File: src/rtl/arb_nm1s.sv
// N-master / 1-slave round-robin arbiter for the split-transaction memory bus.
// Grants are locked until the slave acknowledges; read IDs are queued so in-order responses route back.
module arb_nm1s #(
  parameter  int NUM_M     = 4,
  parameter  int ADDR_W    = 32,
  parameter  int DATA_W    = 32,
  parameter  int MAX_OUTST = 4,
  localparam int BE_W      = DATA_W / 8,
  localparam int CNT_W     = $clog2(MAX_OUTST + 1)
) (
  input  logic                     clk_i,
  input  logic                     rst_i,
  input  logic [NUM_M-1:0]         m_req_i,
  input  logic [NUM_M-1:0]         m_we_i,
  input  logic [NUM_M*ADDR_W-1:0]  m_addr_i,
  input  logic [NUM_M*BE_W-1:0]    m_be_i,
  input  logic [NUM_M*DATA_W-1:0]  m_wdata_i,
  output logic [NUM_M-1:0]         m_ack_o,
  output logic [NUM_M-1:0]         m_resp_o,
  output logic [NUM_M*DATA_W-1:0]  m_rdata_o,
  output logic                     s_req_o,
  output logic                     s_we_o,
  output logic [ADDR_W-1:0]        s_addr_o,
  output logic [BE_W-1:0]          s_be_o,
  output logic [DATA_W-1:0]        s_wdata_o,
  input  logic                     s_ack_i,
  input  logic                     s_resp_i,
  input  logic [DATA_W-1:0]        s_rdata_i,
  output logic [CNT_W-1:0]         outst_cnt_o,
  output logic                     err_o
);

  localparam int ID_W  = (NUM_M > 1) ? $clog2(NUM_M) : 1;
  localparam int PTR_W = (MAX_OUTST > 1) ? $clog2(MAX_OUTST) : 1;

  function automatic logic [ID_W-1:0] f_id_inc(input logic [ID_W-1:0] id);
    return (id == ID_W'(NUM_M - 1)) ? '0 : id + 1'b1;
  endfunction

  function automatic logic [PTR_W-1:0] f_ptr_inc(input logic [PTR_W-1:0] p);
    return (p == PTR_W'(MAX_OUTST - 1)) ? '0 : p + 1'b1;
  endfunction

  logic [ID_W-1:0]  r_rr_ptr;
  logic             r_lock;
  logic [ID_W-1:0]  r_lock_id;
  logic [ID_W-1:0]  r_fifo [MAX_OUTST];
  logic [PTR_W-1:0] r_wptr;
  logic [PTR_W-1:0] r_rptr;
  logic [CNT_W-1:0] r_cnt;
  logic             r_err;

  logic [NUM_M-1:0] w_elig;
  logic [ID_W-1:0]  w_scan_win;
  logic             w_scan_vld;
  logic [ID_W-1:0]  w_win;
  logic             w_vld;
  logic             w_accept;
  logic             w_push;
  logic             w_pop;
  logic             w_empty;
  logic             w_full;
  logic [ID_W-1:0]  w_head;

  assign w_empty = (r_cnt == '0);
  assign w_full  = (r_cnt == CNT_W'(MAX_OUTST));
  assign w_head  = r_fifo[r_rptr];

  // Reads are masked while the ID FIFO is full; writes never need a slot.
  assign w_elig = m_req_i & (m_we_i | {NUM_M{~w_full}});

  always_comb begin
    logic [ID_W:0] v_sum;
    logic [ID_W-1:0] v_idx;
    w_scan_win = '0;
    w_scan_vld = 1'b0;
    v_sum      = '0;
    v_idx      = '0;
    for (int k = 0; k < NUM_M; k++) begin
      v_sum = {1'b0, r_rr_ptr} + (ID_W+1)'(k);
      if (v_sum >= (ID_W+1)'(NUM_M)) begin
        v_sum = v_sum - (ID_W+1)'(NUM_M);
      end
      v_idx = v_sum[ID_W-1:0];
      if (!w_scan_vld && w_elig[v_idx]) begin
        w_scan_vld = 1'b1;
        w_scan_win = v_idx;
      end
    end
  end

  // Outputs are forced low while reset is asserted.
  assign w_win    = r_lock ? r_lock_id : w_scan_win;
  assign w_vld    = (r_lock | w_scan_vld) & ~rst_i;
  assign w_accept = w_vld & s_ack_i;
  assign w_push   = w_accept & ~m_we_i[w_win];
  assign w_pop    = s_resp_i & ~w_empty & ~rst_i;

  assign s_req_o   = w_vld;
  assign s_we_o    = w_vld & m_we_i[w_win];
  assign s_addr_o  = w_vld ? m_addr_i[w_win*ADDR_W +: ADDR_W]   : '0;
  assign s_be_o    = w_vld ? m_be_i[w_win*BE_W +: BE_W]         : '0;
  assign s_wdata_o = w_vld ? m_wdata_i[w_win*DATA_W +: DATA_W]  : '0;

  genvar gi;
  generate
    for (gi = 0; gi < NUM_M; gi++) begin : g_master
      logic w_is_win;
      logic w_is_head;
      assign w_is_win  = (w_win == ID_W'(gi));
      assign w_is_head = (w_head == ID_W'(gi));
      assign m_ack_o[gi]  = w_accept & w_is_win;
      assign m_resp_o[gi] = w_pop & w_is_head;
      assign m_rdata_o[gi*DATA_W +: DATA_W] = (w_pop & w_is_head) ? s_rdata_i : '0;
    end
  endgenerate

  always_ff @(posedge clk_i or posedge rst_i) begin
    if (rst_i) begin
      r_rr_ptr  <= '0;
      r_lock    <= 1'b0;
      r_lock_id <= '0;
      r_wptr    <= '0;
      r_rptr    <= '0;
      r_cnt     <= '0;
      r_err     <= 1'b0;
    end else begin
      if (w_accept) begin
        r_lock   <= 1'b0;
        r_rr_ptr <= f_id_inc(w_win);
      end else if (w_vld) begin
        r_lock    <= 1'b1;
        r_lock_id <= w_win;
      end
      if (w_push) begin
        r_wptr <= f_ptr_inc(r_wptr);
      end
      if (w_pop) begin
        r_rptr <= f_ptr_inc(r_rptr);
      end
      case ({w_push, w_pop})
        2'b10:   r_cnt <= r_cnt + 1'b1;
        2'b01:   r_cnt <= r_cnt - 1'b1;
        default: r_cnt <= r_cnt;
      endcase
      if (s_resp_i && w_empty) begin
        r_err <= 1'b1;
      end
    end
  end

  // ID storage needs no reset: occupancy is tracked by the pointers and count.
  always_ff @(posedge clk_i) begin
    if (w_push) begin
      r_fifo[r_wptr] <= w_win;
    end
  end

  assign outst_cnt_o = r_cnt;
  assign err_o       = r_err;

endmodule

File: config.mk
export PLATFORM = sky130hd
export DESIGN_NAME = arb_nm1s
export DESIGN_NICKNAME = d
export VERILOG_FILES = /design/src/rtl/arb_nm1s.sv
export SDC_FILE = /design/constraint.sdc
export NUM_CORES = 1
export LEC_CHECK = 0
export BUFFER_PORTS_ARGS = -buffer_cell sky130_fd_sc_hd__clkbuf_2
export CORE_AREA = 2 2 203 205
export DETAILED_ROUTE_END_ITERATION = 7
export DIE_AREA = 0 0 205 207
export SKIP_LAST_GASP = 1
export SLEW_MARGIN = 40
export SYNTH_ARGS = -nofsm -noshare
export SYNTH_HDL_FRONTEND = slang
export SYNTH_SLANG_ARGS = --single-unit
export TNS_END_PERCENT = 5
File: constraint.sdc
create_clock -name clk_i -period 5.2 [get_ports clk_i]
set_input_delay 0.52 -clock clk_i [delete_from_list [all_inputs] [get_ports clk_i]]
set_output_delay 0.52 -clock clk_i [all_outputs]
set_load 0.01 [all_outputs]
======== Word-level counts from Yosys, hierarchy flattened ========
Memory sizes are Yosys's and may differ from the RTL's.
Index checks and enable logic that the tools add are counted.
cells by class
  add/subtract/negate cells ............... 12
  $lt $le $gt $ge ......................... 9
  equality and inequality tests ........... 11
  shifts and indexed selects .............. 3
  muxes and demuxes ....................... 38
  bitwise operators ....................... 22
  reduce and logical (&&, ||, !) cells .... 13
operators by type and width
  operator               number
  $shiftx A128 B8 Y32    2
  $mux W32               6
  $mux W2                12
  $shiftx A16 B5 Y4      1
  $lt A2 B3 Y1 const B   5
  $and A1 B1 Y1          14
  $eq A2 B2 Y1 const B   7
  $mux W1                13
  $bmux W1 S2            5
  $ge A3 B3 Y1 const B   3
  $sub A2 B1 Y2 const B  4
  $add A2 B1 Y2 const B  3
  $add A2 B2 Y3 const B  2
  $eq A2 B1 Y1 const B   3
  $pmux W3 S2            1
  $not A1 Y1             5
  $and A4 B4 Y4          1
  $logic_and A1 B1 Y1    4
  $logic_not A2 Y1       2
  $mux W4                1
  $or A4 B4 Y4           1
  $reduce_bool A2 Y1     2
  $add A2 B1 Y3 const B  1
  $add A3 B1 Y3 const B  1
  7 further kinds        9
word-level totals
  register bits ........................... 13
  bits in writable memories ............... 8
  bits of input ports ..................... 316
  output and inout port bits .............. 210
  word-level logic and storage cells ...... 116
  memories kept ........................... 1
memory list
  name    depth  width  read ports  clocked after memory_dff  wr ports  line  source
  r_fifo  4      2      1           0                         1         47    logic [ID_W-1:0] r_fifo [MAX_OUTST];

======== Logic depth before layout (Yosys ltp) ========
Gate-level depths: netlist (run 1).
  depth in word-level cells ............... 23
  depth in mapped cells ................... 14
  gate-level depth less buffers ........... 12

======== Worst setup path before layout (run 1) ========
OpenSTA, ideal clock, no wires.
  path kind ............................... input -> register
  from .................................... input port m_we_i[1]
  to ...................................... register r_cnt[2], in the netlist outst_cnt_o[2]
  setup time .............................. 0.079 ns
  data arrival time ....................... 3.336 ns
  required time ........................... 5.121 ns
  slack ................................... 1.785 ns
  cell stages on the path ................. 14
  path buffers ............................ 2
  cell sequence ........................... or4b_1 clkbuf_1 a2111oi_0 a311oi_1 a31o_2 and3_1 buf_2 o21ai_2 ha_1 inv_1 fa_1 xor2_1 nor2_1 xor2_1
between the ends
  cells in the longest elaborated chain, start to end .. 21
  elaborated cells between the ends (all ways) .. 36
  classes of those cells .................. 2 x eq/ne; 20 x mux; 7 x bitwise; 7 x reduce/logical
RTL lines
  what                                                      line  source
  start: declaration                                        14    input logic [NUM_M-1:0] m_we_i,
  $or A4 B4 Y4                                              70    assign w_elig = m_req_i & (m_we_i | {NUM_M{~w_full}});
  $and A4 B4 Y4                                             70
  $bmux W1 S2                                               85    if (!w_scan_vld && w_elig[v_idx]) begin
  $mux W1 (implied by the code)                             85
  $mux W1                                                   85
  $logic_not A1 Y1                                          85
  $logic_and A1 B1 Y1                                       85
  $mux W1                                                   85
  (+5 left out)                                             --
  $mux W2                                                   85
  $mux W2                                                   93    assign w_win = r_lock ? r_lock_id : w_scan_win;
  $bmux W1 S2                                               96    assign w_push = w_accept & ~m_we_i[w_win];
  $mux W1 (implied by the code)                             96
  $not A1 Y1                                                96
  $and A1 B1 Y1 *                                           96
  $eq A2 B1 Y1 / $eq A2 B2 Y1 (equally long branches)       141   case ({w_push, w_pop})
  $pmux W3 S2 / $reduce_bool A2 Y1 (equally long branches)  --
  end signal: assignment                                    142   2'b10: r_cnt <= r_cnt + 1'b1;
  end signal: assignment                                    143   2'b01: r_cnt <= r_cnt - 1'b1;
  end signal: assignment                                    144   default: r_cnt <= r_cnt;
  end: declaration                                          50    logic [CNT_W-1:0] r_cnt;
Every way passes the cells marked *; elsewhere a longest branch is shown, timed or not. The select of a mux whose other input is x is not followed.
A chain may end at the register's enable or synchronous reset.

======== Final worst setup path (run 1) ========
  from .................................... register r_cnt[0], in the netlist outst_cnt_o[0]
  to ...................................... output port s_addr_o[18]
between the ends
  cells in the longest elaborated chain, start to end .. 19
  elaborated cells between the ends (all ways) .. 31
  classes of those cells .................. 1 x eq/ne; 1 x shift; 18 x mux; 5 x bitwise; 6 x reduce/logical
RTL lines
  what                                                         line     source
  $eq A3 B3 Y1 *                                               66       assign w_full = (r_cnt == CNT_W'(MAX_OUTST));
  $not A1 Y1 *                                                 70
  $or A4 B4 Y4 *                                               70
  $and A4 B4 Y4 *                                              70
  $bmux W1 S2                                                  85
  $mux W1 (implied by the code)                                85
  $mux W1                                                      85
  $logic_not A1 Y1                                             85
  (+3 left out)                                                --
  $logic_and A1 B1 Y1                                          85
  $mux W1                                                      85
  $logic_not A1 Y1                                             85
  $logic_and A1 B1 Y1                                          85
  $mux W2 / $mux W1 (equally long branches)                    85
  $mux W2 / $or A1 B1 Y1 (equally long branches)               93, 94
  $shiftx A128 B8 Y32 / $and A1 B1 Y1 (equally long branches)  101, 94
  $mux W32 *                                                   101      assign s_addr_o = w_vld ? m_addr_i[w_win*ADDR_W +: ADDR_W] : '0;
  end: declaration                                             23       output logic [ADDR_W-1:0] s_addr_o,
Marked as above.

==> results.md, run 1 <==
* DRC at 0
* Placed Area at 8020 sq um
* Crit. End Element: output port
* Worst setup path end: s_addr_o[18]
* Initial Utilization at 12.2%
* Die height at ~210 um
* Comb power frac at 83.7%
* Tmin final at 4.69 ns
* Clock sinks at 21
* Share of the synthesized area in the top cell type at 28.0%
* Routed vias at 6,656
* Yosys reg bits at 21
* Cts bufs inserted at 3
* Area of the mapped netlist at roughly 4900 sq um
* Slew Viols, Final at 0
* Placed cell count at 1,680
* Most frequent cells in the layout: 525 x clkbuf_2, 146 x nand2_1, 138 x mux2i_1
* Worst-path clk slew at around 0.060 ns
* Post-synth top flop: dfrtp_1
* CP required at 4.68 ns
* Drt total wl at 29,400 um
* DR vias/cell at 3.95
* Slew @ Worst Pin at 0.724 ns
* Critical path arrival at around 4.2 ns
* Synth async-reset ratio at a little over 60%
* Commonest non-fill, non-tap cell in the layout: clkbuf_2
* Post-cts sizing count at 0
* Filler Cell Count at 4,565
* Crit-path max FO at 61
* Initial antenna violation count at 9
* IO Port Bufs at 525
* Critical Path Source: outst_cnt_o[0]
* Synthesized Nets at between 900 and 1,000
* Switching Share at 53.8%
* Register area share after synthesis at 11.5%
* I/O Pins at 526
* Reg-to-reg setup timing slack at 1.33 ns
* Syn. warnings at 0
* Post-synthesis cell count at between 600 and 700
* Tcrit/Tclk final at 90.1%
* Post-route cell area at 8110 sq um
* Post-Layout Cell Count at 1,687
* Max VDD drop at 315 uV
* Worst hold slack at around 0.46 ns
* Clock Skew at 0.00259 ns
* Reg2reg start: outst_cnt_o[0]
* Switch Pwr at 1.61 mW
* Startpoint Class: flip-flop
* PwrDens at 368 nW/um^2
* # rows at 74
* Core ar. at 40,400 sq um
* DP HPWL at approximately 26,000 um
* Die X at 205 um
* Mean post-synth cell area at 7.36 sq um
* Sequential share of power at approximately 11%
* Remaining antenna violation count at 0
* Clock latency on the worst-skew pair at 0.25 ns
* Max-Cap Viols at 0
* Remaining Overflow, GRT at 0
* GRT Util Overall at 13.0%
* Drt wl/cell at 17.4 um
* First-pass GRT wire length at 40,800 um
* Layout Nets at 1,480
* Fmax at roughly 210 MHz
* Die ar. at 42,400 sq um
* H-tree level count at 1
* P&R area growth vs syn at 64.7%
* CTS root buffer: clkbuf_16
* P_leak at 4.73 nW
* 1st-iter DRT viols at 247
* RSZ-0062 raised after global routing: false
* Number of global-route vias before repair at 6,347
* Final hold vios at 0
* Synth area leader: mux2i_1
* Worst reg2reg endpoint: outst_cnt_o[2]
* Worst reg-to-reg path cell count at 12
* Final setup vio count at 0
* Post-synth EDFFs at 8
* Synth area leaders: mux2i_1 28%, and2_1 17%, nand2_1 11%, and3_1 9.3%, dfrtp_1 6.6%
* Setup Fix Bufs, Post-CTS at 0
* Detailed Routing Iterations Pass 1 at 4
* Int Power at around 1.4 mW
* Clock power frac at 5.4%
* Multi-input combinational cell area at 4000 sq um
* Post-CTS Hold Fix Bufs at 0
* CTS tree: done
* Clock buffer depth at 2
* Status: finished clean
* Share of layout cells above drive strength 1 at between 40 and 50%
* Worst slew margin at 50.3%
* Hold/Removal Path Class: in -> async
* Unique cell type count in the Yosys netlist at 50
* Fin Setup TNS at 0 ns
* Largest net degree at the start of global routing at 70
* Placer Congestion at 1.01
* Worst setup path class: reg -> out
* Reg area at 566 sq um
==> sequential cells by signal, indices dropped and copies added, names as in the netlist <==
register / count
r_lock: 1
outst_cnt_o: 3
r_rr_ptr: 2
err_o: 1
r_wptr: 2
r_fifo: 8
r_rptr: 2
r_lock_id: 2
==> synthesized netlist by cell type (all sizes together) (3+ instances only) <==
| library cell | number |
|---|---|
| or4b | 4 |
| and3 | 73 |
| o21ai | 7 |
| mux2 | 5 |
| dfrtp | 13 |
| clkbuf | 30 |
| and2 | 134 |
| a21oi | 3 |
| nand4 | 3 |
| nor2 | 13 |
| ha | 10 |
| a32oi | 4 |
| edfxtp | 8 |
| buf | 25 |
| inv | 16 |
| nand2 | 147 |
| mux2i | 138 |
==> area by class of cell <==
class / instances / area share [%]
inverters: 16 / 0.740
well taps: 532 / 8.20
diodes: 3 / 0.0925
clock buffers: 3 / 0.925
repair buffers: 534 / 33.7
flip-flops and latches: 21 / 6.97
multi-input cells: 577 / 49.3
clock inverters: 1 / 0.0617
==> how the worst min path moves through the flow <==
stage	from	end	slack, ns	cells after the start
3_3_place_gp	err_o	err_o	0.45	1
2_1_floorplan	rst_i	err_o	0.40	1
6_report	rst_i	r_lock_id[1]	0.46	2
5_1_grt	err_o	err_o	0.48	1
3_5_place_dp	err_o	err_o	0.46	1
4_1_cts	err_o	err_o	0.47	1
==> through the flow <==
step | power (mW) | utilization (%) | setup WS, ns
after global routing | 3.25 | 20.1 | 0.435
after detailed placement | 2.86 | 19.9 | 0.785
after CTS | 3.03 | 20.1 | 0.576
after global placement | 2.84 | 19.9 | 0.766
after floorplan | 1.98 | - | 1.79
final | 2.98 | 20.1 | 0.514
==> per-layer routing <==
metal	wire, um	track usage [%]	vias up	part of all wire [%]
met5	40	0	-	0.14
met4	1180	4.71	6	4.0
met1	10400	13.1	2993	35
li1	-	-	3247	-
met2	15800	26.0	363	54
met3	2000	2.17	47	6.8
==> power groups by stage <==
stage	logic, mW	clock network, mW	registers, mW
finish	2.50	0.161	0.324
global route	2.74	0.177	0.337
CTS	2.54	0.167	0.324
detailed placement	2.54	0	0.327
global placement	2.51	0	0.328
floorplan	1.69	0	0.293
==> cell families (layout without fill, tap and decap cells) <==
group / after synthesis / in the layout / synth area share, %
buffers and inverters: 71 / 554 / 8.03
AOI/OAI and AO/OA: 31 / 31 / 5.05
DFF: 21 / 21 / 11.5
xor gates and xnor gates: 3 / 3 / 0.533
other: 0 / 3 / 0
muxes: 145 / 145 / 30.3
and+or+nand+nor: 387 / 387 / 41.7
adders and majority gates: 11 / 11 / 2.95
==> worst max-delay path: stages, from the launching register on <==
cell	delay, ns
dfrtp_1	0.48
or4b_1	0.64
a32o_1	0.32
o21ai_0	0.40
a31o_4	0.49
buf_12	0.41
mux2i_1	0.68
nand2_1	0.13
and3_1	0.20
clkbuf_2	0.12
Note: power is estimated with default switching activity, not from simulation.
==> run 2: changes to the inputs <==
- ABC_AREA: default -> 1
- CORE_AREA: 2 2 203 205 -> 2 2 202 204
- DIE_AREA: 0 0 205 207 -> 0 0 204 206
==> results.md, run 2 <==
* Synth area leader: nand2_1
* Critical path arrival at 3.26 ns
* Hold/Removal Path Class: in -> async
* CTS root buffer: clkbuf_16
* Largest Register: r_fifo
* P_leak at roughly 4.8 nW
* Share of the synthesized area in the top cell type at roughly 25%
* Post-route cell area at 7670 sq um
* Final hold vios at 0
* RSZ-0062 raised after global routing: false
* Slew @ Worst Pin at 0.758 ns
* Post-CTS Hold Fix Bufs at 0
* Comb power frac at between 80 and 90%
* Slew Viols, Final at 0
* Slowest cell delay on critical path at 0.44 ns
* Die height at 206 um
* Critical Path, Cell by Cell: nor2_4 -> nand3_1 -> nand3_1 -> nand3_1 -> nand2_1 -> nand3_2 -> nor2_1 -> nor2_1 -> nand2_2 -> nand2_4 -> inv_4 -> buf_4 -> nand3_1 -> and3_1 -> clkbuf_2
* Filler Cell Count at 4,811
* Switching Share at 62.5%
* Initial Utilization at between 10% and 20%
* Tcrit/Tclk final at 72.6%
* Die ar. at between 40,000 and 50,000 sq um
* Worst reg-to-reg path cell count at 19
* Number of global-route vias before repair at between 6,000 and 7,000
* Synth async-reset ratio at 61.9%
* Sequential share of power at 6.7%
* Commonest non-fill, non-tap cell in the layout: clkbuf_2
* Setup Fix Bufs, Post-CTS at 0
* Commonest cells in the netlist: 311 x nand2_1, 164 x nand3_1, 149 x nor2_1
* I/O Pins at 526
* Worst-path clk slew at 0.06 ns
* Largest net degree at the start of global routing at roughly 140
* Max VDD drop at 585 uV
* Power, Total at 4.61 mW
* Die X at 204 um
* Startpoint Class: flip-flop
* Top-count cell post-synth: nand2_1
* Layout Utilization at 19.1%
* Area of the mapped netlist at 4590 sq um
* Post-cts sizing count at 0
* Share of layout cells above drive strength 1 at 40.8%
* Post-synth top flop: dfrtp_1
* Switch Pwr at 2.88 mW
* Synth area leaders: nand2_1 25%, nand3_1 18%, nor2_1 12%, and3_1 9.3%, dfrtp_1 7.1%
* DR vias/cell at roughly 3.9
* Fmax at 265 MHz
* Tmin final at 3.78 ns
* Worst setup path class: reg -> out
* CP max-delay cell: buf_4
* Fin Setup TNS at 0 ns
* PwrDens at 602 nW/um^2
* Routed vias at between 7,000 and 8,000
* Worst slew margin at 49.4%
* Core ar. at 40,200 sq um
* Cts bufs inserted at 3
* Crit-path max FO at 43
* Int Power at 1.73 mW
* Post-synthesis cell count at 894
* CP most frequent cell: nand3_1
* Unique cell type count in the Yosys netlist at 30
* Clock sinks at 21
* Final setup vio count at 0
* 1st-iter DRT viols at 340
* Clock latency on the worst-skew pair at about 0.25 ns
* DP HPWL at 24,700 um
* Layout Nets at 1,693
* Yosys reg bits at 21
* Register area share after synthesis at 12.3%
* Mean post-synth cell area at 5.13 sq um
* DRC at 0
* GRT Util Overall at 12.4%
* CTS tree: done
* Remaining Overflow, GRT at 0
* Drt wl/cell at 14.9 um
* Multi-input combinational cell area at 3350 sq um
* Detailed Routing Iterations Pass 1 at 5
* Crit. End Element: output port
* Clock Skew at 0.00463 ns
* First-pass GRT wire length at 39,500 um
* Max reg flops at 8
* Synthesized Nets at 1,221
* Initial antenna violation count at 6
* Most frequent cells in the layout: 525 x clkbuf_2, 311 x nand2_1, 164 x nand3_1
* Remaining antenna violation count at 0
* Placed Area at between 7000 and 8000 sq um
* Worst hold slack at 0.312 ns
* Post-synth EDFFs at 8
* H-tree level count at 1
* Placer Congestion at 0.863
* Clock buffer depth at 2
* Max-Cap Viols at 0
* CP required at 4.68 ns
* # rows at 74
* Clock power frac at 3.6%
* Status: finished clean
* Syn. warnings at 0
* IO Port Bufs at around 530
* Reg area at about 570 sq um
* P&R area growth vs syn at 67.2%
* Drt total wl at approximately 28,000 um
run 2: cell types whose count changed in the layout (fill, tap and decap cells not counted), moves of 5 or more:
cell     before  now
mux2i_1     138    0
nand3_1       1  164
and2_1      134    0
inv_1        15   65
inv_2         1    6
nand2_1     146  311
nor2_1       12  149
run 2: kinds of logic (layout without fill, tap and decap cells):
group | after synthesis | count (layout) | share of synthesized area (%)
buf+inv | 138 | 609 | 14.7
compound gates | 16 | 16 | 2.02
flops | 21 | 21 | 12.3
simple gates | 705 | 705 | 67.1
other cells | 0 | 5 | 0
xor+xnor | 3 | 3 | 0.737
fa+ha+maj | 11 | 11 | 3.17
run 2: layout make-up:
class / instances / area share (%)
multi-input combinational: 735 / 43.7
timing repair buffer: 531 / 35.4
tap: 532 / 8.68
sequential: 21 / 7.38
inverter: 74 / 3.70
clock buffer: 3 / 0.979
antenna: 5 / 0.163
clock inverter: 1 / 0.0653
run 2: per-layer routing:
metal	routed length [um]	share of wire, %	global-route usage, %	vias to the layer above
li1	-	-	-	3773
met1	10800	38	13.7	3197
met4	1160	4.1	5.77	2
met3	2140	7.5	2.38	36
met5	12	0.042	0	-
met2	14300	50	22.7	387
run 2: final timing paths:
| kind | from | end | slack, ns |
|---|---|---|---|
| hold / removal | rst_i | err_o | 0.31 |
| hold reg to reg | err_o | err_o | 0.49 |
| min in group clk_i | err_o | err_o | 0.49 |
| setup reg to reg | outst_cnt_o[1] | outst_cnt_o[2] | 1.49 |
| max in group asynchronous | rst_i | r_lock | 4.49 |
| setup / recovery | outst_cnt_o[1] | s_wdata_o[16] | 1.42 |
run 2: worst max-delay path, delay by kind of cell (launching register included):
| kind | cells | cell delay, ns |
|---|---|---|
| buffers and inverters | 3 | 1.00 |
| AND/OR/NAND/NOR | 12 | 1.51 |
| flip-flops | 1 | 0.43 |
run 2: stage by stage:
stage                     setup slack, ns  cells
after detailed placement             1.45   1893
after global routing                 1.10   1901
after global placement               1.51   1893
final                                1.42   1902
after CTS                            1.45   1897
after floorplan                      2.37    894
run 2: power groups by stage:
stage | Clock, mW | Sequential [mW] | Combinational, mW
after floorplan | 0 | 0.296 | 2.88
after global placement | 0 | 0.308 | 4.22
after detailed placement | 0 | 0.311 | 4.20
after CTS | 0.168 | 0.308 | 4.21
after global routing | 0.176 | 0.319 | 4.65
final | 0.164 | 0.308 | 4.14
==> run 3: changes to the inputs <==
- CORE_AREA: 2 2 202 204 -> 2 2 204 206
- DIE_AREA: 0 0 204 206 -> 0 0 206 208
- clock period: 5.2 -> 3.7 ns (I/O delays scaled with it)
==> results.md, run 3 (synthesis results as in run 2) <==
* Critical path arrival at 3.09 ns
* Reg-to-reg setup timing slack at 0.51 ns
* Filler Cell Count at 4,832
* Die ar. at 42,800 sq um
* Worst setup path end: s_wdata_o[10]
* Largest net degree at the start of global routing at 108
* Setup slack after layout at approximately 0.24 ns
* Core ar. at 40,600 sq um
* Power, Total at 6.66 mW
* Most frequent cells in the layout: 525 x clkbuf_2, 311 x nand2_1, 164 x nand3_1
* Final hold vios at 0
* Slew Viols, Final at 0
* Worst slew margin at a little under half
* Placed Area at between 7000 and 8000 sq um
* Share of layout cells above drive strength 1 at 41.1%
* Initial antenna violation count at 1
* Detailed Routing Iterations Pass 1 at 5
* Post-CTS Hold Fix Bufs at 0
* Initial Utilization at 11.3%
* Max-Cap Viols at 0
* Worst reg-to-reg path cell count at 19
* 1st-iter DRT viols at 415
* Slew @ Worst Pin at 0.817 ns
* RSZ-0062 raised after global routing: true
* Worst hold slack at 0.117 ns
* Remaining Overflow, GRT at 0
* Worst-path clk slew at 0.06 ns
* Drt total wl at 29,000 um
* # rows at 74
* Worst reg2reg endpoint: outst_cnt_o[2]
* DR vias/cell at between 3 and 4
* I/O Pins at 526
* P_leak at approximately 4.8 nW
* CTS tree: done
* CP required at 3.33 ns
* Status: finished clean
* Die X at between 200 and 250 um
* P&R area growth vs syn at 69.0%
* CP max-delay cell: dfrtp_1
* Layout Nets at 1,702
* Clock latency on the worst-skew pair at 0.25 ns
* Reg2reg start: outst_cnt_o[1]
* Clock sinks at 21
* Crit. End Element: output port
* Max VDD drop at 401 uV
* Worst setup path class: reg -> out
* DP HPWL at 24,900 um
* Critical Path, Cell by Cell: nor2_4 -> nand3_1 -> nand3_1 -> nand2_1 -> nand2_1 -> nand2_1 -> nand2_2 -> nand2_1 -> nand2_1 -> nand3_2 -> nand2_4 -> buf_12 -> nand2_1 -> nand3_1 -> and3_1 -> clkbuf_2
* Cts bufs inserted at 3
* Crit-path max FO at 107
* Setup WS pre-CTS at 0.525 ns
* Routed vias at 7,529
* Commonest non-fill, non-tap cell in the layout: clkbuf_2
* Hold/Removal Path Class: in -> async
* DRC at 0
* Post-cts sizing count at 0
* Tmin final at approximately 3.5 ns
* H-tree level count at 1
* CTS root buffer: clkbuf_16
* Post-route cell area at between 7000 and 8000 sq um
* Tcrit/Tclk final at approximately 93%
* CP most frequent cell: nand2_1
* Startpoint Class: flip-flop
* Drt wl/cell at ~15 um
* First-pass GRT wire length at ~40,000 um
* Setup Fix Bufs, Post-CTS at 0
* Critical Path Source: outst_cnt_o[1]
* PwrDens at 860 nW/um^2
* Remaining antenna violation count at 0
* Final setup vio count at 0
* Fmax at 289 MHz
* IO Port Bufs at around 530
* Largest Register: r_fifo
* Number of global-route vias before repair at 7,006
* Placer Congestion at 0.885
* Slowest cell delay on critical path at 0.44 ns
* Die height at 208 um
* Max reg flops at 8
* Clock buffer depth at 2
* GRT Util Overall at 12.6%
* Clock Skew at roughly 0.0014 ns
run 3: layout make-up:
class | instances | area [sq um] | share of cell area (%)
multi-input cells | 735 | 3350 | 43.2
flip-flops and latches | 21 | 566 | 7.30
diodes | 1 | 2.50 | 0.0323
clock buffers | 3 | 75.1 | 0.969
repair buffers | 540 | 2800 | 36.2
well taps | 532 | 666 | 8.59
clock inverters | 1 | 5.00 | 0.0646
inverters | 74 | 285 | 3.68
run 3: per-layer routing:
metal	GRT usage, %	routed length (um)	vias up	part of all wire (%)
li1	-	-	3786	-
met1	14.0	11100	3282	38
met2	23.8	14700	419	51
met3	1.55	1970	42	6.8
met4	4.98	1290	0	4.5
met5	0	0	-	0
run 3: power by group:
group / leakage [nW] / internal (mW) / switching, mW
clock: 0.0409 / 0.145 / 0.0876
combinational: 4.55 / 2.04 / 3.96
sequential: 0.229 / 0.344 / 0.0872
total: 4.82 / 2.52 / 4.14
run 3: worst max-delay path, delay by kind of cell (launching register included):
kind	cells	cell delay, ns
simple gates	14	1.74
buf+inv	2	0.48
flops	1	0.44
run 3: per-stage QoR:
| step | setup TNS, ns | instances | util [%] |
|---|---|---|---|
| 2_1_floorplan | 0 | 894 | - |
| 3_3_place_gp | 0 | 1902 | 18.9 |
| 3_5_place_dp | 0 | 1902 | 18.9 |
| 4_1_cts | 0 | 1906 | 19.1 |
| 5_1_grt | -0.0120 | 1907 | 19.1 |
| 6_report | 0 | 1907 | 19.1 |
run 3: worst min-delay path by stage:
| stage | from | slack [ns] | to | cells after the start |
|---|---|---|---|---|
| after CTS | rst_i | 0.13 | r_rr_ptr[0] | 3 |
| after global placement | rst_i | 0.40 | outst_cnt_o[0] | 3 |
| after global routing | rst_i | 0.15 | outst_cnt_o[0] | 3 |
| after floorplan | rst_i | 0.28 | err_o | 1 |
| after detailed placement | rst_i | 0.40 | outst_cnt_o[0] | 3 |
| final | rst_i | 0.12 | outst_cnt_o[0] | 3 |
